--- src/rtl/instr_encoder_if.sv ---
// Handshake and data bundle for instr_encoder: decoded-field input side
// (valid/ready) and FIFO-head output side (valid/ready).
interface instr_encoder_if #(
  parameter int LEN = 32
);
  logic           in_valid;
  logic           in_ready;
  logic [5:0]     inst_type;
  logic [6:0]     opcode;
  logic [2:0]     func3;
  logic [6:0]     func7;
  logic [4:0]     rd;
  logic [4:0]     rs1;
  logic [4:0]     rs2;
  logic [LEN-1:0] immediate;
  logic           out_valid;
  logic           out_ready;
  logic [LEN-1:0] instruction;
  logic           range_err;

  // Producer of decoded fields and consumer of encoded words
  modport master (
    output in_valid, inst_type, opcode, func3, func7, rd, rs1, rs2, immediate, out_ready,
    input  in_ready, out_valid, instruction, range_err
  );

  // The encoder itself
  modport slave (
    input  in_valid, inst_type, opcode, func3, func7, rd, rs1, rs2, immediate, out_ready,
    output in_ready, out_valid, instruction, range_err
  );
endinterface

--- src/rtl/instr_encoder.sv ---
// RV32I instruction encoder: registers decoded fields (stage 1), packs them
// into a 32-bit word (stage 2, combinational) and queues word + error bit in
// a small output FIFO.
// Optional feature macro: ENCODER_RANGE_CHECK_EN enables immediate range
// checking; without it only a non-one-hot inst_type flags an error.
module instr_encoder #(
  parameter int LEN        = 32,
  parameter int FIFO_DEPTH = 4
) (
  input  logic            clk,
  input  logic            rst_n,
  input  logic            chip_enable,
  instr_encoder_if.slave  bus,
  output logic [7:0]      err_count
);

  localparam int AW = $clog2(FIFO_DEPTH);

  typedef enum logic [5:0] {
    FMT_R = 6'b100000,
    FMT_I = 6'b010000,
    FMT_S = 6'b001000,
    FMT_B = 6'b000100,
    FMT_U = 6'b000010,
    FMT_J = 6'b000001
  } fmt_e;

  fmt_e           s1_type;
  logic           s1_valid;
  logic [6:0]     s1_opcode;
  logic [2:0]     s1_func3;
  logic [6:0]     s1_func7;
  logic [4:0]     s1_rd;
  logic [4:0]     s1_rs1;
  logic [4:0]     s1_rs2;
  logic [LEN-1:0] s1_imm;

  logic [LEN-1:0] enc_word;
  logic           type_err;
  logic           range_bad;
  logic           enc_err;

  logic [LEN:0]   fifo_mem [FIFO_DEPTH];
  logic [AW-1:0]  wr_ptr;
  logic [AW-1:0]  rd_ptr;
  logic [AW:0]    count;
  logic           full;
  logic           pop;
  logic           s1_move;
  logic           accept;

  assign full        = (count == (AW+1)'(FIFO_DEPTH));
  assign bus.out_valid = (count != '0);
  assign pop         = bus.out_valid && bus.out_ready;
  assign s1_move     = s1_valid && chip_enable && (!full || pop);
  assign bus.in_ready = chip_enable && (!s1_valid || s1_move);
  assign accept      = bus.in_valid && bus.in_ready;

  // Stage 1: capture decoded fields on accept, release when moved into the FIFO
  always_ff @(posedge clk or negedge rst_n) begin
    if (!rst_n) begin
      s1_valid  <= 1'b0;
      s1_type   <= FMT_R;
      s1_opcode <= '0;
      s1_func3  <= '0;
      s1_func7  <= '0;
      s1_rd     <= '0;
      s1_rs1    <= '0;
      s1_rs2    <= '0;
      s1_imm    <= '0;
    end else if (accept) begin
      s1_valid  <= 1'b1;
      s1_type   <= fmt_e'(bus.inst_type);
      s1_opcode <= bus.opcode;
      s1_func3  <= bus.func3;
      s1_func7  <= bus.func7;
      s1_rd     <= bus.rd;
      s1_rs1    <= bus.rs1;
      s1_rs2    <= bus.rs2;
      s1_imm    <= bus.immediate;
    end else if (s1_move) begin
      s1_valid  <= 1'b0;
    end
  end

  // Stage 2: pack fields by format; anything not one-hot encodes as zero with error
  always_comb begin
    enc_word = '0;
    type_err = 1'b0;
    case (s1_type)
      FMT_R: enc_word = {s1_func7, s1_rs2, s1_rs1, s1_func3, s1_rd, s1_opcode};
      FMT_I: enc_word = {s1_imm[11:0], s1_rs1, s1_func3, s1_rd, s1_opcode};
      FMT_S: enc_word = {s1_imm[11:5], s1_rs2, s1_rs1, s1_func3, s1_imm[4:0], s1_opcode};
      FMT_B: enc_word = {s1_imm[12], s1_imm[10:5], s1_rs2, s1_rs1, s1_func3,
                         s1_imm[4:1], s1_imm[11], s1_opcode};
      FMT_U: enc_word = {s1_imm[31:12], s1_rd, s1_opcode};
      FMT_J: enc_word = {s1_imm[20], s1_imm[10:1], s1_imm[11], s1_imm[19:12], s1_rd, s1_opcode};
      default: type_err = 1'b1;
    endcase
  end

`ifdef ENCODER_RANGE_CHECK_EN
  // Range check: upper bits must be a pure sign extension; B/J offsets must be even
  always_comb begin
    range_bad = 1'b0;
    case (s1_type)
      FMT_I, FMT_S: range_bad = !((s1_imm[LEN-1:11] == '0) || (s1_imm[LEN-1:11] == '1));
      FMT_B: range_bad = !((s1_imm[LEN-1:12] == '0) || (s1_imm[LEN-1:12] == '1)) || s1_imm[0];
      FMT_J: range_bad = !((s1_imm[LEN-1:20] == '0) || (s1_imm[LEN-1:20] == '1)) || s1_imm[0];
      FMT_U: range_bad = (s1_imm[11:0] != '0);
      default: range_bad = 1'b0;
    endcase
  end
`else
  assign range_bad = 1'b0;
`endif

  assign enc_err = type_err || range_bad;

  // FIFO storage: write encoded word with its error bit when stage 1 moves
  always_ff @(posedge clk) begin
    if (s1_move) begin
      fifo_mem[wr_ptr] <= {enc_err, enc_word};
    end
  end

  // FIFO pointers, occupancy and saturating error counter
  always_ff @(posedge clk or negedge rst_n) begin
    if (!rst_n) begin
      wr_ptr    <= '0;
      rd_ptr    <= '0;
      count     <= '0;
      err_count <= '0;
    end else begin
      if (s1_move) begin
        wr_ptr <= wr_ptr + 1'b1;
      end
      if (pop) begin
        rd_ptr <= rd_ptr + 1'b1;
      end
      case ({s1_move, pop})
        2'b10:   count <= count + 1'b1;
        2'b01:   count <= count - 1'b1;
        default: count <= count;
      endcase
      if (s1_move && enc_err && (err_count != 8'hFF)) begin
        err_count <= err_count + 1'b1;
      end
    end
  end

  // Head outputs read zero while empty so the memory needs no reset
  always_comb begin
    bus.instruction = '0;
    bus.range_err   = 1'b0;
    if (bus.out_valid) begin
      bus.instruction = fifo_mem[rd_ptr][LEN-1:0];
      bus.range_err   = fifo_mem[rd_ptr][LEN];
    end
  end

endmodule

--- src/flat_wrapper.sv ---
// flat-port wrapper written by rule: the top's interface ports become plain ports
module instr_encoder_flat 
#(
  parameter int LEN        = 32,
  parameter int FIFO_DEPTH = 4
)
  (clk, rst_n, chip_enable, err_count, bus_in_valid, bus_inst_type, bus_opcode, bus_func3, bus_func7, bus_rd, bus_rs1, bus_rs2, bus_immediate, bus_out_ready, bus_in_ready, bus_out_valid, bus_instruction, bus_range_err);
  instr_encoder_if #(.LEN(LEN)) bus_i ();
  input  logic clk;
  input  logic rst_n;
  input  logic chip_enable;
  output logic [7:0] err_count;
  input wire logic [$bits(bus_i.in_valid)-1:0] bus_in_valid;
  input wire logic [$bits(bus_i.inst_type)-1:0] bus_inst_type;
  input wire logic [$bits(bus_i.opcode)-1:0] bus_opcode;
  input wire logic [$bits(bus_i.func3)-1:0] bus_func3;
  input wire logic [$bits(bus_i.func7)-1:0] bus_func7;
  input wire logic [$bits(bus_i.rd)-1:0] bus_rd;
  input wire logic [$bits(bus_i.rs1)-1:0] bus_rs1;
  input wire logic [$bits(bus_i.rs2)-1:0] bus_rs2;
  input wire logic [$bits(bus_i.immediate)-1:0] bus_immediate;
  input wire logic [$bits(bus_i.out_ready)-1:0] bus_out_ready;
  output wire logic [$bits(bus_i.in_ready)-1:0] bus_in_ready;
  output wire logic [$bits(bus_i.out_valid)-1:0] bus_out_valid;
  output wire logic [$bits(bus_i.instruction)-1:0] bus_instruction;
  output wire logic [$bits(bus_i.range_err)-1:0] bus_range_err;
  assign bus_i.in_valid = bus_in_valid;
  assign bus_i.inst_type = bus_inst_type;
  assign bus_i.opcode = bus_opcode;
  assign bus_i.func3 = bus_func3;
  assign bus_i.func7 = bus_func7;
  assign bus_i.rd = bus_rd;
  assign bus_i.rs1 = bus_rs1;
  assign bus_i.rs2 = bus_rs2;
  assign bus_i.immediate = bus_immediate;
  assign bus_i.out_ready = bus_out_ready;
  assign bus_in_ready = bus_i.in_ready;
  assign bus_out_valid = bus_i.out_valid;
  assign bus_instruction = bus_i.instruction;
  assign bus_range_err = bus_i.range_err;
  instr_encoder #(.LEN(LEN), .FIFO_DEPTH(FIFO_DEPTH)) u_core (.clk(clk), .rst_n(rst_n), .chip_enable(chip_enable), .bus(bus_i), .err_count(err_count));
endmodule
--- config.mk ---
export PLATFORM = sky130hd
export DESIGN_NAME = instr_encoder_flat
export DESIGN_NICKNAME = d
export VERILOG_FILES = /design/src/rtl/instr_encoder_if.sv /design/src/rtl/instr_encoder.sv /design/src/flat_wrapper.sv
export SDC_FILE = /design/constraint.sdc
export NUM_CORES = 1
export LEC_CHECK = 0
export CELL_PAD_IN_SITES_DETAIL_PLACEMENT = 1
export CELL_PAD_IN_SITES_GLOBAL_PLACEMENT = 1
export CORE_MARGIN = 2
export CORE_UTILIZATION = 47
export CTS_CLUSTER_DIAMETER = 50
export DETAILED_ROUTE_END_ITERATION = 8
export MAX_ROUTING_LAYER = met4
export PLACE_DENSITY = 0.79
export SLEW_MARGIN = 0
export SYNTH_ARGS = -nofsm -noshare
export SYNTH_HDL_FRONTEND = slang
export SYNTH_SLANG_ARGS = --single-unit
--- constraint.sdc ---
create_clock -name clk -period 2.5 [get_ports clk]
set_input_delay 0.375 -clock clk [delete_from_list [all_inputs] [get_ports clk]]
set_output_delay 0.375 -clock clk [all_outputs]
set_load 0.005 [all_outputs]
Yosys cells after proc, flatten, opt, wreduce, memory -nomap -nowiden. Memories as Yosys holds them, arrays and structs flattened. Cells that the tools add are included.

Memory bits (writable): 132. Output and inout bits: 43. Bits in latches: 0. Register bits after elaboration: 86. ROM bits: 0. Memories: 1.

Shift-type cells: 0. Div/mod/pow operators: 0. Magnitude comparators: 0. Bitwise logic cells: 0. Multipliers: 0. Equal/unequal tests: 10. Add/sub/neg operators: 5. Muxes and demuxes: 9. Reduce and logical (&&, ||, !) cells: 15.

Memory list: u_core.fifo_mem (depth 4, width 33, rd ports 1, clocked after Yosys merged registers in 0, write ports 1, RTL line instr_encoder.sv:43) `logic [LEN:0] fifo_mem [FIFO_DEPTH];`.

Operators by type and width (number): $pmux W32 S6 (1); $mux W32 (1); $add A8 B1 Y8 const B (1); $ne A8 B8 Y1 const B (1); $logic_and A1 B1 Y1 (7); $eq A6 B1 Y1 const B (1); $eq A6 B2 Y1 const B (1); $eq A6 B3 Y1 const B (1); $eq A6 B4 Y1 const B (1); $eq A6 B5 Y1 const B (1); $eq A6 B6 Y1 const B (1); $mux W1 (6); $pmux W3 S2 (1); $reduce_or A6 Y1 (1); $add A2 B1 Y2 const B (2); $reduce_bool A2 Y1 (2); $add A3 B1 Y3 const B (1); $eq A3 B3 Y1 const B (1); $reduce_bool A3 Y1 (1); $sub A3 B1 Y3 const B (1); $eq A2 B1 Y1 const B (1); $eq A2 B2 Y1 const B (1); $logic_not A1 Y1 (2); $logic_or A1 B1 Y1 (2).

Logic depth before layout (Yosys ltp).
Depth in word-level cells: 8. Gate-level depth with buffers: 9. Gate-level depth less buffers: 7.

Worst setup path after synthesis. No wires, ideal clock.

Path kind: register to register. From: register u_core.count[1]. To: register u_core.count[1]. Stages on the path, launching flop included: 10. Arrival: 2.099 ns. Setup time: 0.087 ns. Clock period less this slack: 2.186 ns. Data required time: 2.413 ns. Slack: 0.314 ns. Cell sequence: dfrtp_1 -> or3_1 -> clkbuf_1 -> and2_1 -> clkbuf_1 -> nand2_1 -> fa_1 -> a211oi_1 -> o21ai_0 -> a22oi_1.

Longest elaborated chain between the ends: 6. Elaborated cells on any way between the ends: 12.

Ends and longest elaborated chain: from (decl) (RTL line instr_encoder.sv:46) `logic [AW:0] count;`; from (signal assigned) (RTL line instr_encoder.sv:142) `2'b10: count <= count + 1'b1;`; from (signal assigned) (RTL line instr_encoder.sv:143) `2'b01: count <= count - 1'b1;`; from (signal assigned) (RTL line instr_encoder.sv:144) `default: count <= count;`; $eq A3 B3 Y1 / $reduce_bool A3 Y1 (equally long branches) (RTL line instr_encoder.sv:52, instr_encoder.sv:53); $logic_not A1 Y1 / $logic_and A1 B1 Y1 (equally long branches) (RTL line instr_encoder.sv:55, instr_encoder.sv:54); $logic_or A1 B1 Y1 (RTL line instr_encoder.sv:55) `assign s1_move = s1_valid && chip_enable && (!full || pop);`; $logic_and A1 B1 Y1 (RTL line instr_encoder.sv:55); $eq A2 B1 Y1 / $eq A2 B2 Y1 (equally long branches) (RTL line instr_encoder.sv:141) `case ({s1_move, pop})`; $pmux W3 S2 / $reduce_bool A2 Y1 (equally long branches).

Several ways; a longest one is shown, not always the timed one. A chain may end at the register's enable or synchronous reset.

Worst setup path after layout.
From: register u_core.rd_ptr[0]. To: output bus_instruction[16].

Longest elaborated chain between the ends: 2.

Ends and longest elaborated chain: from (decl) (RTL line instr_encoder.sv:45) `logic [AW-1:0] rd_ptr;`; from (signal assigned) (RTL line instr_encoder.sv:139) `rd_ptr <= rd_ptr + 1'b1;`; $mem_v2 Z4 W33; $mux W32 (RTL line instr_encoder.sv:156) `if (bus.out_valid) begin`; to (decl) (RTL line flat_wrapper.sv:25) `output wire logic [$bits(bus_i.instruction)-1:0] bus_instruction;`.

Every way passes these cells.

==> metrics.md <==
| Metric | Value |
|---|---|
| TritonCTS clock tree | done |
| Synth warnings | 0 |
| Via/cell ratio | 5.59 |
| Clk_skew | 0.0238 ns |
| Global route overflow | 0 |
| DR iter-0 viols | 355 |
| Share of layout cells above drive strength 1 | 37.1% |
| Root buffer cell | clkbuf_16 |
| Inst Count DP | 913 |
| Via count | 5521 |
| Mapped cell area | 9100 um2 |
| Post-synth EDFFs | 132 |
| Final period util | 100% |
| Cell leakage power | 4.62 nW |
| Die X-Extent | 143 um |
| Post-synth net total | 617 |
| Initial Util | 48.3% |
| Footprint of the multi-input gates | 2860 um2 |
| Synth area leaders | edfxtp_1, dfrtp_1, mux2_2 |
| CTS buffer count | 25 |
| Sequential area share after synthesis | 67.2% |
| Worst VDD drop | 0.000645 V |
| Final setup viols | 1 |
| GRT Total Usage | 24.8% |
| Diode count | 0 |
| FMAX | 0.399 GHz |
| Post-DP HPWL | 14400 um |
| Fillcell total | 1633 |
| Yosys top cell by area | edfxtp_1 |
| Synth cell types | 50 |
| Initial antenna violation count | 0 |
| FF-to-FF End | u_core.fifo_mem[0][3] |
| Least-Margin Pin Slew | 0.629 ns |
| Cells after Synth | 536 |
| Chip Height | 143 um |
| First-pass GRT wire length | 36700 um |
| Clk_lat worst skew | 0.53 ns |
| Sequential cell area | 6120 um2 |
| Post-Route WL | 23800 um |
| Residual DRC | 0 |
| DIE AREA | 20500 um2 |
| Final TNS setup | -0.00746 ns |
| Avg Synthesized Cell Area | 17.0 um2 |
| Count of pins over their slew limit | 0 |
| Final worst setup slack | -0.00746 ns |
| Port Buffers | 117 |
| Num rows | 50 |
| Fin crit period | 2.51 ns |
| Reg2reg path depth | 6 |
| Largest net degree at the start of global routing | 45 |
| Clock slew at reported path FFs | 0.06 ns |
| Critical path launch point type | register |
| Clock sinks | 218 |
| Pwr per Cell Area | 1120 nW/um2 |
| Crit Path Class | register to output pin |
| CTS H-tree depth | 1 |
| Layout area overhead | 31.5% |
| Hold WC Path Type | input pin to asynchronous set/reset pin |
| Slew headroom | 57.7% |
| Final #Nets | 790 |
| Final GP Congestion | 0.826 |
| # Max-Cap Violations | 0 |
| R2r setup slk | 0.13 ns |
| Place WS | 0.0471 ns |
| Yosys reg bits | 218 |
| Antenna Nets Post-Route | 0 |
| Ys async rst share | 39.4% |
| Clock Path Buffers | 3 |
| Dominant synthesized flop cell | edfxtp_1 |
| Area of the core | 18800 um2 |
| Total power draw | 13.5 mW |
| Status | finished, violations left |
| Ports | 118 |
| Failing checks | setup timing |
| Arrival @ worst endpoint | 2.13 ns |
| DRT Pass-1 Iters | 6 |
| Post-synth top area share | 43.6% |
| Wire per inst | 24.1 um |
| Critical path endpoint category | output pin |
| Fin. Hold Viols | 0 |
| Hold Slack | 0.407 ns |
| RR Startpoint | u_core.s1_type[5] |
| Critical Path RT | 2.12 ns |
| Vias in the first global route | 6102 |
| Worst-path maximum fanout | 6 |
| RSZ-0062 raised after global routing | yes |
| Final Instance Count excl. Fillers | 987 |
-- cell usage in the layout (no fill, tap or decap), drive strengths merged, types with 7 or more instances in the layout --
cell type / n
edfxtp: 132
dfrtp: 85
clkdlybuf4s50: 83
buf: 78
mux2: 71
clkbuf: 39
and2: 38
mux4: 33
inv: 18
nand2: 15
xnor2: 13
a22o: 12
a222oi: 10
clkinv: 9
nor2b: 8
a21oi: 7
-- worst max-delay path: stages (launching register included) --
cell and delay, ns:
dfrtp_2 0.47, buf_12 0.14, buf_12 0.12, buf_6 0.10
mux4_2 0.50, and2_4 0.16, buf_6 0.11
-- layout make-up --
| cell class | instances | area share (%) |
|---|---|---|
| flip-flops and latches | 218 | 51.2 |
| clock inverters | 14 | 1.27 |
| clock buffers | 31 | 5.42 |
| well taps | 260 | 2.72 |
| multi-input cells | 272 | 23.9 |
| inverters | 16 | 0.502 |
| repair buffers | 176 | 15.0 |
-- routing by layer --
metal	wire length [um]	share of wire, %	GRT usage, %
met5	0	0	-
met4	435	1.8	6.88
met3	1050	4.4	3.52
met2	12400	52	41.1
met1	9950	42	32.3
-- logic make-up after synthesis --
group	after synthesis	synth area share (%)
AO/OA/AOI/OAI	46	4.24
XOR/XNOR	17	1.64
adder cells (fa/ha/maj)	6	0.908
buffers and inverters	46	2.27
flip-flops	218	67.2
multiplexers	104	17.0
AND/OR/NAND/NOR	99	6.74
-- how the worst max path moves through the flow --
stage                startpoint                  end  slack (ns)  cells after the start
2_1_floorplan   u_core.count[1]      u_core.count[1]        0.31                      9
3_3_place_gp      bus_out_ready    u_core.s1_imm[19]        0.11                      6
3_5_place_dp      bus_out_ready     u_core.s1_imm[0]        0.05                      6
4_1_cts        u_core.rd_ptr[0]  bus_instruction[13]        -0.1                      6
5_1_grt        u_core.rd_ptr[0]  bus_instruction[16]       -0.06                      6
6_report       u_core.rd_ptr[0]  bus_instruction[16]      -0.007                      6
-- registers in the layout, summed over array words and instances, names as in the netlist, 6 cells and up --
register and flops:
u_core.err_count 8, u_core.fifo_mem 132, u_core.s1_func7 7, u_core.s1_imm 32, u_core.s1_opcode 7, u_core.s1_type 6
-- what timing repair did --
| action | CTS | global route |
|---|---|---|
| gates resized for setup | 154 | 24 |
| hold endpoints to repair | 42 | 0 |
| pin swaps | 28 | 2 |
| gates cloned | 3 | 0 |
| hold buffers | 1 | 0 |
| setup buffers | 28 | 4 |
| setup endpoints to repair | 34 | 29 |
-- metrics by stage --
step                      area [um2]  util (%)
after floorplan                 9100         -
final                          12000      63.5
after CTS                      12000      63.9
after global routing           12000      63.5
after global placement         10800      57.4
after detailed placement       10800      57.4
-- Yosys cell counts, types with 4 or more instances --
cell	instances
edfxtp_1	132
dfrtp_1	85
mux2_2	70
and2_1	38
mux4_2	33
inv_1	16
buf_2	15
nand2_1	15
xnor2_1	13
a22o_1	12
clkbuf_1	12
a222oi_1	10
nor2b_1	8
a21oi_1	7
ha_1	5
nor2_1	5
nor3_1	5
o21ai_0	5
and3_1	4
xor2_1	4
-- power by group --
group / switching, mW / internal (mW)
registers: 0.506 / 4.62
clock network: 1.47 / 2.07
logic: 2.00 / 2.78
Note: power is estimated with default switching activity, not from simulation.
